$ cat src/rtl/task_scheduler.sv
// task_scheduler: decodes host instructions and fans them out as parallel SRAM channel commands
// Ports:
//   clk, rst            - clock, synchronous active-high reset
//   RPi_inst            - opcode byte followed by NUM_SRAM-1 address fields, MSB-first
//   execute_task        - start request for the presented instruction
//   sram_select         - channel owned by the host (never commanded)
//   inst_valid          - combinational legality of RPi_inst
//   busy                - job in progress
//   job_done/job_reject/job_error - one-cycle status pulses
//   threshold           - background-subtraction threshold register
//   ch_cmd_*            - per-channel command handshake, direction, address, length
//   ch_done             - per-channel completion pulse
// Optional: define TASK_SCHEDULER_TIMEOUT_EN to enable the ISSUE/WAIT watchdog (ABORT + job_error).
module task_scheduler #(
    parameter int NUM_SRAM = 4,
    parameter int ADDR_W = 24,
    parameter logic [ADDR_W-1:0] MAX_ADDRESS = 'h1FFFF,
    parameter int JOB_LEN = 16384,
    parameter int TIMEOUT_CYCLES = 1000000,
    localparam int INST_W = 8 + ADDR_W*(NUM_SRAM-1),
    localparam int SEL_W = $clog2(NUM_SRAM)
) (
    input  logic                       clk,
    input  logic                       rst,
    input  logic [INST_W-1:0]          RPi_inst,
    input  logic                       execute_task,
    input  logic [SEL_W-1:0]           sram_select,
    output logic                       inst_valid,
    output logic                       busy,
    output logic                       job_done,
    output logic                       job_reject,
    output logic                       job_error,
    output logic [7:0]                 threshold,
    output logic [NUM_SRAM-1:0]        ch_cmd_valid,
    input  logic [NUM_SRAM-1:0]        ch_cmd_ready,
    output logic [NUM_SRAM-1:0]        ch_cmd_write,
    output logic [NUM_SRAM*ADDR_W-1:0] ch_cmd_addr,
    output logic [NUM_SRAM*ADDR_W-1:0] ch_cmd_len,
    input  logic [NUM_SRAM-1:0]        ch_done
);
    localparam logic [7:0] OP_THR = 8'hFF;
    localparam logic [7:0] OP_RD  = 8'hFE;
    localparam logic [7:0] OP_WR  = 8'hFD;

    if (NUM_SRAM < 2 || NUM_SRAM > 8 || ADDR_W < 8 || TIMEOUT_CYCLES < 1) begin : g_bad_param
        $error("task_scheduler: illegal parameter set");
    end

    typedef enum logic [2:0] {IDLE, THRESH, ISSUE, WAIT, DONE, ABORT} state_t;

    state_t                           state_q, state_d;
    logic [7:0]                       opcode;
    logic                             fields_ok;
    logic [NUM_SRAM-1:0]              map_mask;
    logic [NUM_SRAM-1:0][ADDR_W-1:0]  map_addr;
    logic [NUM_SRAM-1:0][ADDR_W-1:0]  addr_q, addr_d;
    logic [NUM_SRAM-1:0]              mapped_q, mapped_d;
    logic [NUM_SRAM-1:0]              valid_q, valid_d;
    logic [NUM_SRAM-1:0]              acc_q, acc_d, acc_n;
    logic [NUM_SRAM-1:0]              flg_q, flg_d, flg_n;
    logic                             wr_q, wr_d;
    logic [7:0]                       thr_val_q, thr_val_d;
    logic [7:0]                       thr_q, thr_d;
    logic                             done_q, done_d;
    logic                             reject_q, reject_d;

    assign opcode = RPi_inst[INST_W-1 -: 8];

    always_comb begin
        fields_ok = 1'b1;
        for (int k = 0; k < NUM_SRAM-1; k++)
            if (RPi_inst[INST_W-9-k*ADDR_W -: ADDR_W] > MAX_ADDRESS) fields_ok = 1'b0;
    end

    assign inst_valid = (opcode == OP_THR || opcode == OP_RD || opcode == OP_WR) && fields_ok;

    // Field k lands on channel (sram_select+1+k) mod NUM_SRAM; the host channel stays unmapped.
    always_comb begin
        map_mask = '0;
        map_addr = '0;
        for (int c = 0; c < NUM_SRAM; c++)
            for (int k = 0; k < NUM_SRAM-1; k++)
                if ((int'(sram_select) + 1 + k) % NUM_SRAM == c) begin
                    map_mask[c] = 1'b1;
                    map_addr[c] = RPi_inst[INST_W-9-k*ADDR_W -: ADDR_W];
                end
    end

`ifdef TASK_SCHEDULER_TIMEOUT_EN
    localparam int CNT_W = $clog2(TIMEOUT_CYCLES + 1);
    logic [CNT_W-1:0] cnt_q, cnt_d;
    logic             error_q, error_d;
    assign job_error = error_q;
`else
    assign job_error = 1'b0;
`endif

    // A done pulse counts if its channel accepted earlier or in this same cycle.
    assign acc_n = acc_q | (valid_q & ch_cmd_ready);
    assign flg_n = flg_q | (ch_done & acc_n);

    always_comb begin
        state_d   = state_q;
        addr_d    = addr_q;
        mapped_d  = mapped_q;
        valid_d   = valid_q;
        acc_d     = acc_q;
        flg_d     = flg_q;
        wr_d      = wr_q;
        thr_val_d = thr_val_q;
        thr_d     = thr_q;
        done_d    = 1'b0;
        reject_d  = execute_task && (state_q != IDLE || !inst_valid);
        case (state_q)
            IDLE: if (execute_task && inst_valid) begin
                state_d   = (opcode == OP_THR) ? THRESH : ISSUE;
                addr_d    = map_addr;
                mapped_d  = map_mask;
                valid_d   = (opcode == OP_THR) ? '0 : map_mask;
                acc_d     = '0;
                flg_d     = '0;
                wr_d      = opcode == OP_WR;
                thr_val_d = RPi_inst[7:0];
            end
            THRESH: begin
                thr_d   = thr_val_q;
                state_d = DONE;
            end
            ISSUE: begin
                valid_d = valid_q & ~ch_cmd_ready;
                acc_d   = acc_n;
                flg_d   = flg_n;
                if (acc_n == mapped_q) state_d = (flg_n == mapped_q) ? DONE : WAIT;
            end
            WAIT: begin
                flg_d = flg_n;
                if (flg_n == mapped_q) state_d = DONE;
            end
            DONE: begin
                done_d  = 1'b1;
                state_d = IDLE;
            end
            ABORT: state_d = IDLE;
            default: state_d = IDLE;
        endcase
`ifdef TASK_SCHEDULER_TIMEOUT_EN
        // Clearing while idle is equivalent to clearing on entry to ISSUE.
        cnt_d = (state_q == IDLE) ? '0 :
                (state_q == ISSUE || state_q == WAIT) ? cnt_q + CNT_W'(1) : cnt_q;
        if ((state_q == ISSUE || state_q == WAIT) && state_d != DONE &&
            cnt_q == CNT_W'(TIMEOUT_CYCLES)) begin
            state_d = ABORT;
            valid_d = '0;
        end
        error_d = state_q == ABORT;
`endif
    end

    always_ff @(posedge clk) begin
        if (rst) begin
            state_q   <= IDLE;
            addr_q    <= '0;
            mapped_q  <= '0;
            valid_q   <= '0;
            acc_q     <= '0;
            flg_q     <= '0;
            wr_q      <= 1'b0;
            thr_val_q <= 8'h00;
            thr_q     <= 8'h00;
            done_q    <= 1'b0;
            reject_q  <= 1'b0;
        end else begin
            state_q   <= state_d;
            addr_q    <= addr_d;
            mapped_q  <= mapped_d;
            valid_q   <= valid_d;
            acc_q     <= acc_d;
            flg_q     <= flg_d;
            wr_q      <= wr_d;
            thr_val_q <= thr_val_d;
            thr_q     <= thr_d;
            done_q    <= done_d;
            reject_q  <= reject_d;
        end
    end

`ifdef TASK_SCHEDULER_TIMEOUT_EN
    always_ff @(posedge clk) begin
        if (rst) begin
            cnt_q   <= '0;
            error_q <= 1'b0;
        end else begin
            cnt_q   <= cnt_d;
            error_q <= error_d;
        end
    end
`endif

    assign busy         = state_q != IDLE;
    assign job_done     = done_q;
    assign job_reject   = reject_q;
    assign threshold    = thr_q;
    assign ch_cmd_valid = valid_q;
    assign ch_cmd_write = {NUM_SRAM{wr_q}};
    assign ch_cmd_addr  = addr_q;
    assign ch_cmd_len   = {NUM_SRAM{ADDR_W'(JOB_LEN)}};

endmodule

$ cat config.mk
export PLATFORM = sky130hd
export DESIGN_NAME = task_scheduler
export DESIGN_NICKNAME = d
export VERILOG_FILES = /design/src/rtl/task_scheduler.sv
export SDC_FILE = /design/constraint.sdc
export NUM_CORES = 1
export LEC_CHECK = 0
export CAP_MARGIN = 20
export CORE_UTILIZATION = 42
export DETAILED_ROUTE_END_ITERATION = 12
export MAX_ROUTING_LAYER = met4
export PLACE_DENSITY = 0.85
export SYNTH_ARGS = -nofsm -noshare
export SYNTH_HDL_FRONTEND = slang
export SYNTH_SLANG_ARGS = --single-unit
$ cat constraint.sdc
create_clock -name clk -period 2.13 [get_ports clk]
set_clock_uncertainty 0.05 [all_clocks]
set_input_delay 0.213 -clock clk [delete_from_list [all_inputs] [get_ports clk]]
set_output_delay 0.213 -clock clk [all_outputs]
set_load 0.01 [all_outputs]
==> results.cfg, run 1 <==
[power_and_ir_drop]
p_sw_w = 0.00148
comb_power_share_pct = 9.7
p_clk_share_pct = 48.3
pwr-share-seq_pct = 42.0
power_density_nw_per_um2 = 621
p_sw_share_pct = 24.8
p_leak_nw = 3.73
ir_drop_mv = 0.552
p_int_w = 0.00449

[logic_synthesis]
synth_seq_cells = 134
synth_warnings = 0
async_flop_share_pct = 0
ys_types = 43
syn_inst = 784
synth-main-ff-cell = dfxtp_1
yosysSeqAreaShare_pct = 40.8
synth_area_sq_um = 6580
synth_edf_count = 0
syn_area_per_cell_sq_um = 8.39

[timing]
maxSlewViolCount = 0
tns_ps = -7.96
slew_headroom_pct = 66.1
holdWs_ps = 182
postLayoutSetupSlackWorst_ps = -5.28
finalCritPeriodShare_pct = 100
finalHoldViolations = 0
tightestPinTransition_ps = 504
setup_viol = 2
fmax_mhz = 468
finalCriticalPeriod_ps = 2140

[global_route]
grt_pass1_wl_microns = 30000
grt-ovfl-total = 0
grt_max_degree = 71
grt_pass1_vias = 5629
grtUsageTotal_pct = 25.0
antenna_found_initial = 0

[clock_network]
htreeDepth = 4
cts_buffer_depth = 2
cts_tree = built
cts_sinks = 134
cts_root_buf = clkbuf_16
postCtsHoldBufs = 0
clkTransAtPathRegs_ps = 60
clock_latency_ps = 420
cts_buffers = 17

[floorplanning]
core_sq_um = 15300
std_cell_rows = 45
start_util_pct = 43.1
io_pins = 306
die_area_sq_um = 16200
die_y_microns = 127
die_x_microns = 127

[min_path]
hold_path_class = in -> reg

[placement]
hpwl_microns = 14500
placedCellCount = 1176
globalplace.congestion = 0.859
dpl_worst_slack_ps = -371
numPortBuffers = 208

[detailed_routing]
initialDrtViolationCount = 461
wl_microns = 21400
antenna_left = 0
wl_per_cell_microns = 17.5
drc_errors = 0
num_vias = 6238
dr.pass1.iters = 6
viasPerCell = 5.10

[run]
max_cap_violations = 0

[worst_setup_path]
cp.required_ps = 2390
worstSetupPathType = in -> reg
worstPathArrival_ps = 2400
path_max_fanout = 14
cp-end-kind = flop
cp-start-kind = primary input

[run_status]
status = finished with violations
failed_checks = setup timing

[finish]
nFillCells = 1269
drive_gt1_share_pct = 11.7
syn2layout_area_growth_pct = 46.2
multiInputGateArea_sq_um = 3390
seqCellArea_sq_um = 2680
diodes = 0
fin_nets = 1092
final_cells = 1222
final cells by class:
class | count | area share, %
well taps | 211 | 2.74
flip-flops and latches | 134 | 27.9
repair buffers | 256 | 28.1
clock buffers | 18 | 4.46
inverters | 2 | 0.0780
clock inverters | 13 | 1.53
multi-input cells | 588 | 35.2
Yosys cell counts (all sizes together), types with 7 or more instances:
master,number,share of area (%)
nor4,7,0.89
a32oi,8,1.1
nor2,104,5.9
a21oi,30,2.3
a31oi,10,0.95
a211oi,52,5.9
nor3,54,4.2
clkbuf,36,2.1
nand3,15,1.1
and2,38,3.6
nand2,51,2.9
buf,120,13
dfxtp,134,41
o21ai,12,0.91
nor2b,31,2.9
mux2i,40,6.1
sequential cells by signal (all words and copies together), names as in the netlist:
name	cells
acc_q	4
flg_q	4
threshold	8
ch_cmd_valid	4
wr_q	1
mapped_q	4
job_reject	1
thr_val_q	8
ch_cmd_addr	96
job_done	1
state_q	3
worst max-delay path: stages:
cell,delay (ps)
clkdlybuf4s50_1,440
nor4_2,190
nand4_1,210
buf_4,200
nor4_4,240
buf_4,190
and2_4,170
buf_6,130
nor2_4,60
clkbuf_16,190
and2_1,160
cells by family after synthesis:
| logic type | Yosys count | share of synthesized area (%) |
|---|---|---|
| compound gates | 128 | 13.1 |
| xor+xnor | 8 | 1.07 |
| buf+inv | 158 | 15.5 |
| flops | 134 | 40.8 |
| mux | 42 | 6.43 |
| other cells | 2 | 0.114 |
| simple gates | 312 | 23.0 |
power groups by stage:
stage	logic (W)	clock network (W)	registers, W
6_report	0.000577	0.00288	0.00251
5_1_grt	0.000620	0.00304	0.00251
4_1_cts	0.000551	0.00291	0.00251
3_5_place_dp	0.000545	0	0.00256
3_3_place_gp	0.000539	0	0.00256
2_1_floorplan	0.000391	0	0.00256
layout by cell type, fill, tap and decap left out, drive strengths merged, types with 2 or more instances in the layout:
cell type      Yosys  routed
and2              38      39
o21ai             12      12
mux2               2       2
buf              120      44
a32oi              8       8
mux2i             40      40
conb               2      97
nand2             51      51
a21boi             4       4
inv                2       6
nand3             15      15
a31oi             10      10
dfxtp            134     134
dlymetal6s2s       0       8
or3                2       2
a21o               6       6
bufinv             0       2
nor2             104     104
clkinvlp           0       4
a211oi            52      52
nand3b             4       4
a221oi             2       2
a21oi             30      30
nor3              54      54
clkinv             0       3
clkbuf            36      26
clkdlybuf4s50      0     196
xnor2              4       4
nor4               7       7
nor2b             31      31
xor2               4       4
through the flow:
stage	total power, W	util (%)	instance area [sq um]
final	0.00597	63.0	9620
after global routing	0.00616	63.0	9620
after CTS	0.00597	60.6	9240
after detailed placement	0.00311	56.6	8630
after global placement	0.00310	56.6	8630
after floorplan	0.00295	-	6930
what timing repair did:
action,CTS,global route
pin swaps,2,20
cloned,0,10
setup endpoints to repair,2,54
setup buffers,1,4
resized for setup,6,35
per-layer routing:
layer | GRT usage, % | vias up | part of all wire [%]
li1 | - | 2921 | -
met1 | 28.3 | 2942 | 38
met2 | 43.1 | 334 | 51
met3 | 5.03 | 41 | 8.0
met4 | 9.94 | 0 | 2.8
met5 | - | - | 0
path summary, 6_finish.rpt:
path                         from         endpoint  slack [ps]  cells past startpoint
hold reg to reg   ch_cmd_addr[12]  ch_cmd_addr[12]         400                      2
hold / removal                rst         flg_q[2]         180                      2
setup / recovery     RPi_inst[18]  ch_cmd_addr[94]          -5                     11
setup reg to reg       state_q[2]  ch_cmd_addr[94]          80                      8
Note: power is estimated with default switching activity, not from simulation.
==> run 2: changes to the inputs <==
--- a/config.mk
+++ b/config.mk
@@ -10,6 +10,7 @@
 export DETAILED_ROUTE_END_ITERATION = 12
 export MAX_ROUTING_LAYER = met4
 export PLACE_DENSITY = 0.85
+export REMOVE_ABC_BUFFERS = 1
 export SYNTH_ARGS = -nofsm -noshare
 export SYNTH_HDL_FRONTEND = slang
 export SYNTH_SLANG_ARGS = --single-unit
==> results.cfg, run 2 (synthesized netlist as in run 1, its figures left out) <==
[detailed_routing]
wl_per_cell_microns = 15.5
initialDrtViolationCount = 391
drc_errors = 0
dr.pass1.iters = 4
viasPerCell = 4.95
antenna_left = 0
wl_microns = 18800
num_vias = 5994

[worst_setup_path]
path_max_fanout = 18
crit_start = RPi_inst[42]
cp-start-kind = primary input
cp-end-kind = flop
worstReg2RegStart = state_q[2]
worstSetupPathType = in -> reg
worstPathArrival_ps = 2350
cp.required_ps = 2430

[global_route]
antenna_found_initial = 0
grt_pass1_vias = 5598
grtUsageTotal_pct = 23.2
grt_pass1_wl_microns = 28100
use_met3_pct = 6.66
met2_usage_pct = 39.3
top_usage_layer = met2
grt-ovfl-total = 0
gr-usage-met1_pct = 26.0
grt_max_degree = 46

[timing]
finalCritPeriodShare_pct = 95.9
setup_viol = 0
slew_headroom_pct = 66.4
tightestPinTransition_ps = 505
finalHoldViolations = 0
fmax_mhz = 489
rsz0062_at_grt = true
finalCriticalPeriod_ps = 2040
maxSlewViolCount = 0
holdWs_ps = 189

[clock_network]
cts_buffers = 17
cts_buffer_depth = 2
cts_tree = built
htreeDepth = 4
clock_latency_ps = 420
cts_root_buf = clkbuf_16
postCtsHoldBufs = 0
cts_sinks = 134
clkTransAtPathRegs_ps = 60

[finish]
final_cell_mix = clkdlybuf4s50_1, dfxtp_1, nor2_1
stdcell_area_sq_um = 9340
multiInputGateArea_sq_um = 3300
drive_gt1_share_pct = 8.99
post-route-util_pct = 61.2
largest_reg_flops = 96
nFillCells = 1304
seqCellArea_sq_um = 2680
final_common_cell = clkdlybuf4s50_1
diodes = 0
fin_nets = 1082
final_cells = 1212
syn2layout_area_growth_pct = 42.0

[power_and_ir_drop]
power_density_nw_per_um2 = 644
power_w = 0.00602
ir_drop_mv = 0.534
p_leak_nw = 3.55

[run]
max_cap_violations = 0

[floorplanning]
io_pins = 306
die_area_sq_um = 16200
core_sq_um = 15300
die_y_microns = 127
die_x_microns = 127
start_util_pct = 43.1
std_cell_rows = 45

[placement]
placedCellCount = 1178
hpwl_microns = 13200
globalplace.congestion = 0.813
placed_area_sq_um = 8650
numPortBuffers = 208

[min_path]
hold_path_class = in -> reg
hp-start = rst

[run_status]
status = finished, final reports clean
## run 2: cell types whose count changed in the layout (fill, tap and decap cells not counted), moves of 3 or more
cell | previous run | this run
a211oi_1 | 41 | 49
a211oi_2 | 11 | 3
buf_6 | 4 | 1
clkbuf_16 | 24 | 19
clkdlybuf4s50_1 | 196 | 204
dlymetal6s2s_1 | 8 | 0
inv_6 | 4 | 1
nor3_1 | 45 | 50
nor3_2 | 9 | 4
## run 2: timing repair
| action | in CTS | in global routing |
|---|---|---|
| setup buffers | 0 | 1 |
| pin swaps | 0 | 2 |
| gates resized for setup | 2 | 9 |
| endpoints found under the hold margin | 0 | 0 |
| endpoints found under the setup margin | 1 | 43 |
| cloned | 0 | 2 |
## run 2: through the flow
stage	worst slack (ps)	setup TNS, ps
floorplan	-1850	-153170
global placement	-344	-34690
detailed placement	-402	-41920
CTS	3.31	0
global route	0.449	0
finish	86.3	0
## run 2: final timing paths
check / to / slack [ps] / depth (start not counted)
worst max-delay path: ch_cmd_addr[56] / 90 / 9
worst min-delay path: flg_q[1] / 190 / 2
worst max register to register: ch_cmd_addr[56] / 120 / 6
worst min register to register: thr_val_q[0] / 400 / 2
## run 2: metal layers
layer  vias to the layer above  part of all wire (%)
met3                        22                   6.2
met1                      2841                    43
li1                       2905                     -
met4                         0                   1.4
met5                         -                     0
met2                       226                    50
## run 2: power breakdown
| group | switching, W | internal [W] | leakage, nW | total (W) |
|---|---|---|---|---|
| Combinational | 0.000317 | 0.000244 | 2.19 | 0.000560 |
| Sequential | 0.000000255 | 0.00251 | 1.08 | 0.00251 |
| Clock | 0.00111 | 0.00184 | 0.277 | 0.00295 |
| Total | 0.00143 | 0.00459 | 3.55 | 0.00602 |
## run 2: critical path: stages
cell,delay (ps)
clkdlybuf4s50_1,410
nor4_2,290
nand4_1,120
buf_4,170
nor4_4,310
and2_4,350
clkbuf_16,240
nand3_1,80
a31oi_1,160
## run 2: area by class of cell
type / instances / area share, %
clock inverters: 11 / 1.63
flip-flops and latches: 134 / 28.7
repair buffers: 247 / 26.8
inverters: 2 / 0.0804
well taps: 211 / 2.83
clock buffers: 20 / 4.67
multi-input cells: 587 / 35.3
